[config.mk]
export PLATFORM = sky130hd
export DESIGN_NAME = uart_tx_scheduler
export DESIGN_NICKNAME = d
export VERILOG_FILES = /design/src/rtl/uart_pkg.sv /design/src/rtl/rr_arbiter.sv /design/src/rtl/uart_tx_scheduler.sv
export SDC_FILE = /design/constraint.sdc
export NUM_CORES = 1
export LEC_CHECK = 0
export BUFFER_PORTS_ARGS = -buffer_cell sky130_fd_sc_hd__buf_4
export CORE_ASPECT_RATIO = 0.5
export CORE_MARGIN = 2
export CORE_UTILIZATION = 38
export CTS_CLUSTER_SIZE = 24
export DETAILED_ROUTE_END_ITERATION = 8
export GPL_ROUTABILITY_DRIVEN = 0
export PLACE_DENSITY = 0.59
export SLEW_MARGIN = 25
export SYNTH_ARGS = -nofsm -noshare
export SYNTH_HDL_FRONTEND = slang
export SYNTH_SLANG_ARGS = --single-unit
[constraint.sdc]
create_clock -name clk -period 1.6 [get_ports clk]
set_input_delay 0.48 -clock clk [delete_from_list [all_inputs] [get_ports clk]]
set_output_delay 0.48 -clock clk [all_outputs]
set_load 0.05 [all_outputs]
[src/rtl/uart_pkg.sv]
// Shared UART constants and the transmit FSM state type, common to the
// scheduler and the baud-rate generator.
package uart_pkg;

    localparam int UART_DATA_BITS = 32'sd8;
    localparam int UART_BAUD      = 32'sd115200;

    typedef enum logic [2:0] {
        IDLE    = 3'd0,
        PENDING = 3'd1,
        START   = 3'd2,
        DATA    = 3'd3,
        STOP    = 3'd4
    } tx_state_t;

endpackage

[src/rtl/rr_arbiter.sv]
// Combinational round-robin arbiter: grants the first requester strictly after
// the pointer, wrapping modulo N. The pointer register lives in the parent.
module rr_arbiter #(
    parameter int N  = 2,
    parameter int IW = (N > 1) ? $clog2(N) : 1
) (
    input  logic [N-1:0]  req_i,
    input  logic [IW-1:0] pointer_i,
    input  logic          enable_i,
    output logic [N-1:0]  grant_o,
    output logic [IW-1:0] grant_idx_o
);

    int            sum_s;
    logic [IW-1:0] cand_s;
    logic          found_s;

    // Scan candidates in priority order pointer+1 .. pointer+N (mod N).
    always_comb begin
        grant_o     = '0;
        grant_idx_o = '0;
        found_s     = 1'b0;
        sum_s       = 0;
        cand_s      = '0;
        for (int k = 1; k <= N; k++) begin
            sum_s = int'(pointer_i) + k;
            if (sum_s >= N) begin
                sum_s = sum_s - N;
            end else begin
                sum_s = sum_s;
            end
            cand_s = IW'(sum_s);
            if (enable_i && !found_s && req_i[cand_s]) begin
                found_s         = 1'b1;
                grant_o[cand_s] = 1'b1;
                grant_idx_o     = cand_s;
            end else begin
                found_s = found_s;
            end
        end
    end

endmodule

[src/rtl/uart_tx_scheduler.sv]
// Round-robin scheduler sharing one 8N1 UART serializer between NUM_REQ byte
// sources; bit timing comes from the external txclk_en baud tick.
module uart_tx_scheduler
    import uart_pkg::*;
#(
    parameter int NUM_REQ   = 2,
    parameter int DATA_BITS = UART_DATA_BITS
) (
    input  logic                         clk,
    input  logic                         reset,
    input  logic                         txclk_en,
    input  logic [NUM_REQ-1:0]           req_valid,
    input  logic [NUM_REQ*DATA_BITS-1:0] req_data,
    output logic [NUM_REQ-1:0]           req_ready,
    output logic                         tx,
    output logic                         busy,
    output logic [$clog2(NUM_REQ)-1:0]   grant_id
);

    localparam int         IW       = $clog2(NUM_REQ);
    localparam logic [2:0] LAST_BIT = 3'(DATA_BITS - 1);

    tx_state_t            state_q;
    logic [IW-1:0]        ptr_q;
    logic [IW-1:0]        grant_id_q;
    logic [DATA_BITS-1:0] shift_q;
    logic [2:0]           cnt_q;
    logic                 tx_q;
    logic                 busy_q;

    logic [NUM_REQ-1:0]   grant_s;
    logic [IW-1:0]        grant_idx_s;
    logic                 arb_en_s;
    logic [DATA_BITS-1:0] bytes_s [NUM_REQ];

    for (genvar g = 0; g < NUM_REQ; g++) begin : g_unpack
        assign bytes_s[g] = req_data[g*DATA_BITS +: DATA_BITS];
    end

    // The ready pulse must coincide with the valid it answers, so it is the
    // arbiter grant itself, masked while reset is asserted.
    assign arb_en_s = (state_q == IDLE) && !reset;

    rr_arbiter #(
        .N  (NUM_REQ),
        .IW (IW)
    ) u_arb (
        .req_i       (req_valid),
        .pointer_i   (ptr_q),
        .enable_i    (arb_en_s),
        .grant_o     (grant_s),
        .grant_idx_o (grant_idx_s)
    );

    assign req_ready = grant_s;
    assign tx        = tx_q;
    assign busy      = busy_q;
    assign grant_id  = grant_id_q;

    // Frame sequencer; tx_q is loaded on each transition so the line is glitch-free.
    always_ff @(posedge clk or posedge reset) begin
        if (reset) begin
            state_q    <= IDLE;
            ptr_q      <= IW'(NUM_REQ - 1);
            grant_id_q <= '0;
            shift_q    <= '0;
            cnt_q      <= 3'd0;
            tx_q       <= 1'b1;
            busy_q     <= 1'b0;
        end else begin
            case (state_q)
                IDLE: begin
                    tx_q <= 1'b1;
                    if (|grant_s) begin
                        shift_q    <= bytes_s[grant_idx_s];
                        ptr_q      <= grant_idx_s;
                        grant_id_q <= grant_idx_s;
                        busy_q     <= 1'b1;
                        state_q    <= PENDING;
                    end
                end
                PENDING: begin
                    if (txclk_en) begin
                        tx_q    <= 1'b0;
                        state_q <= START;
                    end
                end
                START: begin
                    if (txclk_en) begin
                        cnt_q   <= 3'd0;
                        tx_q    <= shift_q[0];
                        state_q <= DATA;
                    end
                end
                DATA: begin
                    if (txclk_en) begin
                        if (cnt_q == LAST_BIT) begin
                            tx_q    <= 1'b1;
                            state_q <= STOP;
                        end else begin
                            cnt_q   <= cnt_q + 3'd1;
                            shift_q <= {1'b0, shift_q[DATA_BITS-1:1]};
                            tx_q    <= shift_q[1];
                        end
                    end
                end
                STOP: begin
                    if (txclk_en) begin
                        busy_q  <= 1'b0;
                        state_q <= IDLE;
                    end
                end
                default: begin
                    tx_q    <= 1'b1;
                    busy_q  <= 1'b0;
                    state_q <= IDLE;
                end
            endcase
        end
    end

endmodule

# [Word level (Yosys, flattened, before mapping)]
# Index checks and enable logic that the tools add are counted.
[word_totals] ff_bits=18 input_bits=21
[op_classes] add_sub_neg=5 n_lt_le_gt_ge=7 eq_ne=12 muxes=39 bitwise_logic=4 reduce_logical=19
[ops] op="$mux 8" count=6
[ops] op="$mux 3" count=8
[ops] op="$mux 1" count=16
[ops] op="$pmux 8 s2" count=1
[ops] op="$pmux 3 s5" count=1
[ops] op="$ne 2x2->1 const B" count=6
[ops] op="$reduce_and 4->1" count=3
[ops] op="$eq 3x2->1 const B" count=2
[ops] op="$eq 3x3->1 const B" count=2
[ops] op="$logic_and 1x1->1" count=6
[ops] op="$pmux 3 s2" count=1
[ops] op="$reduce_and 6->1" count=1
[ops] op="$ge 2x2->1 const B" count=2
[ops] op="$lt 1x2->1 const B" count=2
[ops] op="$mux 2" count=2
[ops] op="$pmux 1 s4" count=1
[ops] op="$reduce_bool 2->1" count=2
[ops] op="$add 1x2->3 const B" count=1
[ops] op="$add 3x1->3 const B" count=1
[ops] op="$eq 3x1->1 const B" count=1
[ops] op="$ge 3x2->1 const B" count=1
[ops] op="$logic_not 3->1" count=1
[ops] op="$pmux 1 s3" count=1
[ops] op="$reduce_and 3->1" count=1
[ops] op="12 further kinds" count=17

# [Logic depth before layout (Yosys ltp)]
[depth] ltp_word=17 depth_mapped=8

# [Modules after synthesis]
# A second synthesis with hierarchy kept.
[unflattened] cells_unflattened=98 area_unflattened_um2=1074.8
[modules_own_cells] mod="uart_tx_scheduler" n_inst=1 cells_each=92 area_per_inst_um2=1048.5
[modules_own_cells] mod="rr_arbiter" n_inst=1 cells_each=6 area_per_inst_um2=26.3

# [Worst setup path before layout]
# No wires, ideal clock.
[synth_path] path_type="input -> output" startpoint="input reset" endpoint="output req_ready[1]" arrival_ns=1.432 path_slack_ns=-0.312 stages=5 path_cell_list="nor4_4 buf_6 nand2_2 buf_6 inv_1"
[synth_between] elab_chain_cells=8 word_cells_on_any_way=10 classes_between="mux (3); bitwise (1); reduce/logical (6)"
[synth_lines] element="start: declaration" line="uart_tx_scheduler.sv:10" rtl="input logic reset,"
[synth_lines] element="$logic_not 1->1 (no source line) *"
[synth_lines] element="$logic_and 1x1->1 *" line="uart_tx_scheduler.sv:42" rtl="assign arb_en_s = (state_q == IDLE) && !reset;"
[synth_lines] element="$logic_and 1x1->1" line="rr_arbiter.sv:33" rtl="if (enable_i && !found_s && req_i[cand_s]) begin"
[synth_lines] element="$mux 1" line="rr_arbiter.sv:33"
[synth_lines] element="$logic_not 1->1" line="rr_arbiter.sv:33"
[synth_lines] element="$logic_and 1x1->1 (2 in series)" line="rr_arbiter.sv:33"
[synth_lines] element="$mux 2 *" line="rr_arbiter.sv:33"
[synth_lines] element="end: declaration" line="uart_tx_scheduler.sv:14" rtl="output logic [NUM_REQ-1:0] req_ready,"
# Every way passes the cells marked *; elsewhere a longest branch is shown, timed or not.

# [Worst setup path in the final report]
[layout_path] startpoint="register state_q[1]" endpoint="output req_ready[0]"
[layout_between] elab_chain_cells=8 word_cells_on_any_way=10 classes_between="mux (3); bitwise (1); reduce/logical (6)"
[layout_lines] element="start: declaration" line="uart_tx_scheduler.sv:23" rtl="tx_state_t state_q;"
[layout_lines] element="start signal: assignment" line="uart_tx_scheduler.sv:63" rtl="state_q <= IDLE;"
[layout_lines] element="start signal: assignment" line="uart_tx_scheduler.sv:79" rtl="state_q <= PENDING;"
[layout_lines] element="start signal: assignment" line="uart_tx_scheduler.sv:85" rtl="state_q <= START;"
[layout_lines] element="$logic_not 3->1 *" line="uart_tx_scheduler.sv:42"
[layout_lines] element="$logic_and 1x1->1 *" line="uart_tx_scheduler.sv:42"
[layout_lines] element="$logic_and 1x1->1" line="rr_arbiter.sv:33"
[layout_lines] element="$mux 1" line="rr_arbiter.sv:33"
[layout_lines] element="$logic_not 1->1" line="rr_arbiter.sv:33"
[layout_lines] element="$logic_and 1x1->1 (2 in series)" line="rr_arbiter.sv:33"
[layout_lines] element="$mux 2 *" line="rr_arbiter.sv:33"
# Marked as above.

==> results by group <==
Placement
  – IO buf count: 25
  – DP Wirelength: 1.851 mm

Global route
  – Global-route usage over all layers: 16.50%
  – Number of global-route vias before repair: 898
  – First-pass GRT wire length: 4.222 mm
  – Initial antenna violation count: 0
  – Largest net degree at the start of global routing: 19
  – Congestion Overflow GR: 0

STA
  – Slew margin rel.: 77.79%
  – Slew Limit Fails: 0
  – Worst Tran Pin Value: 332.2 ps
  – Fmax: 526.3 MHz
  – Final worst slack: -300.2 ps
  – Fin crit share: 118.8%
  – RSZ-0062 raised after global routing: true
  – Final setup vio count: 10
  – WHS: 285.9 ps
  – Skew final: 4.767 ps
  – Setup TNS Final: -990.9 ps
  – Crit path time final: 1900 ps
  – Hold Vio Cnt, Final: 0

Synth
  – Cell accounting for the most synthesized area: dfrtp_1
  – Synthesized Nets: 141
  – Synth area leaders: dfrtp_1 (37%), a211oi_2 (6.9%), nand2_1 (5.8%)
  – Synthesized area per cell: 9.257 µm²
  – Count of warnings emitted by yosys: 0
  – Flops & latches, synth: 18
  – Synth unique cells: 36
  – Sequential fraction of the synthesis area: 41.47%
  – Post-synth top area share: 36.66%
  – Mapped Area: 1092 µm²
  – Syn Inst Count: 118

Setup path
  – CP required: 1120 ps
  – CP arrival: 1420 ps
  – CP Class: reg2out
  – CP endpoint kind: output port
  – CP Launch Type: register
  – Crit Path Max Fanout: 3

Die
  – Die ar.: 3345 µm²
  – Core area: 2668 µm²
  – Num rows: 13
  – Boundary Pins: 26
  – Die width: 79.82 µm
  – Initial core utilization: 40.95%
  – DIE HEIGHT: 41.91 µm

Route
  – Drt pass-1 iters: 4
  – Antenna Nets Post-Route: 0
  – Drt drc: 0
  – Final WL: 3.080 mm
  – Mean number of vias per cell: 5.138
  – Vias: 1,002
  – Routed len/inst: 15.79 µm
  – Initial DRC count: 46

Cells and area
  – FF/Latch Area: 452.9 µm²
  – Layout cell share with drive strength beyond 1: 53.16%
  – Fill count: 200
  – Synth-to-Final Area Change: 60.82%
  – Area of the multi-input gates: 768.2 µm²
  – ANT cells: 0
  – Nets: 182

Clocking
  – Clk Latency, worst-skew pair: 260 ps
  – H-tree depth: 1
  – CTS clock-pin slew for the worst setup and hold paths: 70 ps
  – Root Buffer: clkbuf_8
  – CTS tree: done
  – Clock buffer count from CTS: 3
  – Clock tree buffer depth: 2
  – Clock tree sinks: 18

Power and ir drop
  – Static Leak: 0.7802 nW
  – Peak VDD IR: 514.8 µV
  – PwrDens: 1302 nW/µm²

Hold path
  – Hold WC Path Type: in2async

Run status
  – Status: complete, but fails checks
  – Failing checks: setup timing

Flow run
  – Max-Cap Viols: 0
-- cell families (layout without fill, tap and decap cells) --
logic type / count (synthesis) / count (layout) / share of synthesized area [%]
simple gates: 48 / 48 / 22.80
compound gates: 33 / 33 / 24.97
flops: 18 / 18 / 41.47
buf+inv: 16 / 56 / 7.560
fa+ha+maj: 2 / 2 / 2.291
mux: 1 / 1 / 0.9164
-- layout by cell type (no fill, tap or decap), types with 4 or more instances in the layout --
cell,n
inv_1,5
a21oi_1,6
nor2_1,9
nand2_1,9
buf_6,5
o31ai_4,7
dfrtp_1,16
buf_4,34
a211oi_4,4
nor3_1,4
nand2_4,6
and3_4,5
-- final timing paths --
check | start | endpoint | slack (ps) | cells past startpoint
hold reg to reg | ptr_q | ptr_q | 480 | 2
hold / removal | reset | shift_q[0] | 290 | 3
max in group asynchronous | reset | ptr_q | 1050 | 3
min in group clk | ptr_q | ptr_q | 480 | 2
setup / recovery | state_q[1] | req_ready[0] | -300 | 4
setup reg to reg | state_q[1] | shift_q[1] | -80 | 7
-- flip-flops by register name, summed over array words and instances, names as in the netlist --
register  count
busy          1
tx            1
state_q       3
shift_q       8
cnt_q         3
ptr_q         1
grant_id      1
-- routing by layer --
layer,global-route usage (%),vias to the layer above,routed length [µm]
met5,0,-,0
met3,5.435,2,114
met4,5.085,0,21
li1,-,503,-
met2,23.87,22,1475
met1,23.40,475,1469
-- Yosys cell counts (all sizes together) --
cell type,instances
nand2,18
dfrtp,16
nor2,9
and3,8
inv,8
a211oi,7
o31ai,7
a21oi,6
buf,6
nor3,4
a22o,3
nand3,3
o21ai,3
a22oi,2
clkbuf,2
dfstp,2
ha,2
a21boi,1
a21o,1
a2bb2oi,1
and4,1
and4b,1
mux2i,1
nand2b,1
nand3b,1
nor4,1
o32a,1
o32ai,1
or2,1
-- stage by stage --
step                      cells  cell area, µm²  utilization, %  setup slack [ps]  power [mW]
after floorplan             118            1101               -            -191.5       1.277
after global placement      185            1404           52.63            -300.7       1.551
after detailed placement    185            1404           52.63            -307.3       1.565
after CTS                   189            1469           55.07            -307.9       1.902
after global routing        195            1757           65.85            -353.2       2.411
final                       195            1757           65.85            -300.2       2.288
-- report_power, final --
| group | switching [mW] | total, mW | internal, mW |
|---|---|---|---|
| Clock | 0.155 | 0.332 | 0.177 |
| Combinational | 0.628 | 1.15 | 0.525 |
| Sequential | 0.157 | 0.804 | 0.646 |
| Total | 0.940 | 2.29 | 1.35 |
-- cell type report --
| type | instances | share of cell area [%] |
|---|---|---|
| multi-input cells | 84 | 43.73 |
| repair buffers | 44 | 23.15 |
| inverters | 8 | 2.137 |
| well taps | 37 | 2.635 |
| flip-flops and latches | 18 | 25.78 |
| clock buffers | 4 | 2.564 |
-- worst max-delay path, stage by stage, from the launching register on --
cell and delay, ps:
dfrtp_1 410, nor4_4 360, nand3_2 160, clkinvlp_4 110
buf_8 140
-- repair_timing --
item,CTS,global route
gates cloned,0,2
resized for setup,5,45
hold buffers,0,0
pin swaps,3,16
setup buffers,0,4
endpoints found under the setup margin,3,10
No activity file was read; power rests on OpenSTA's default activity.
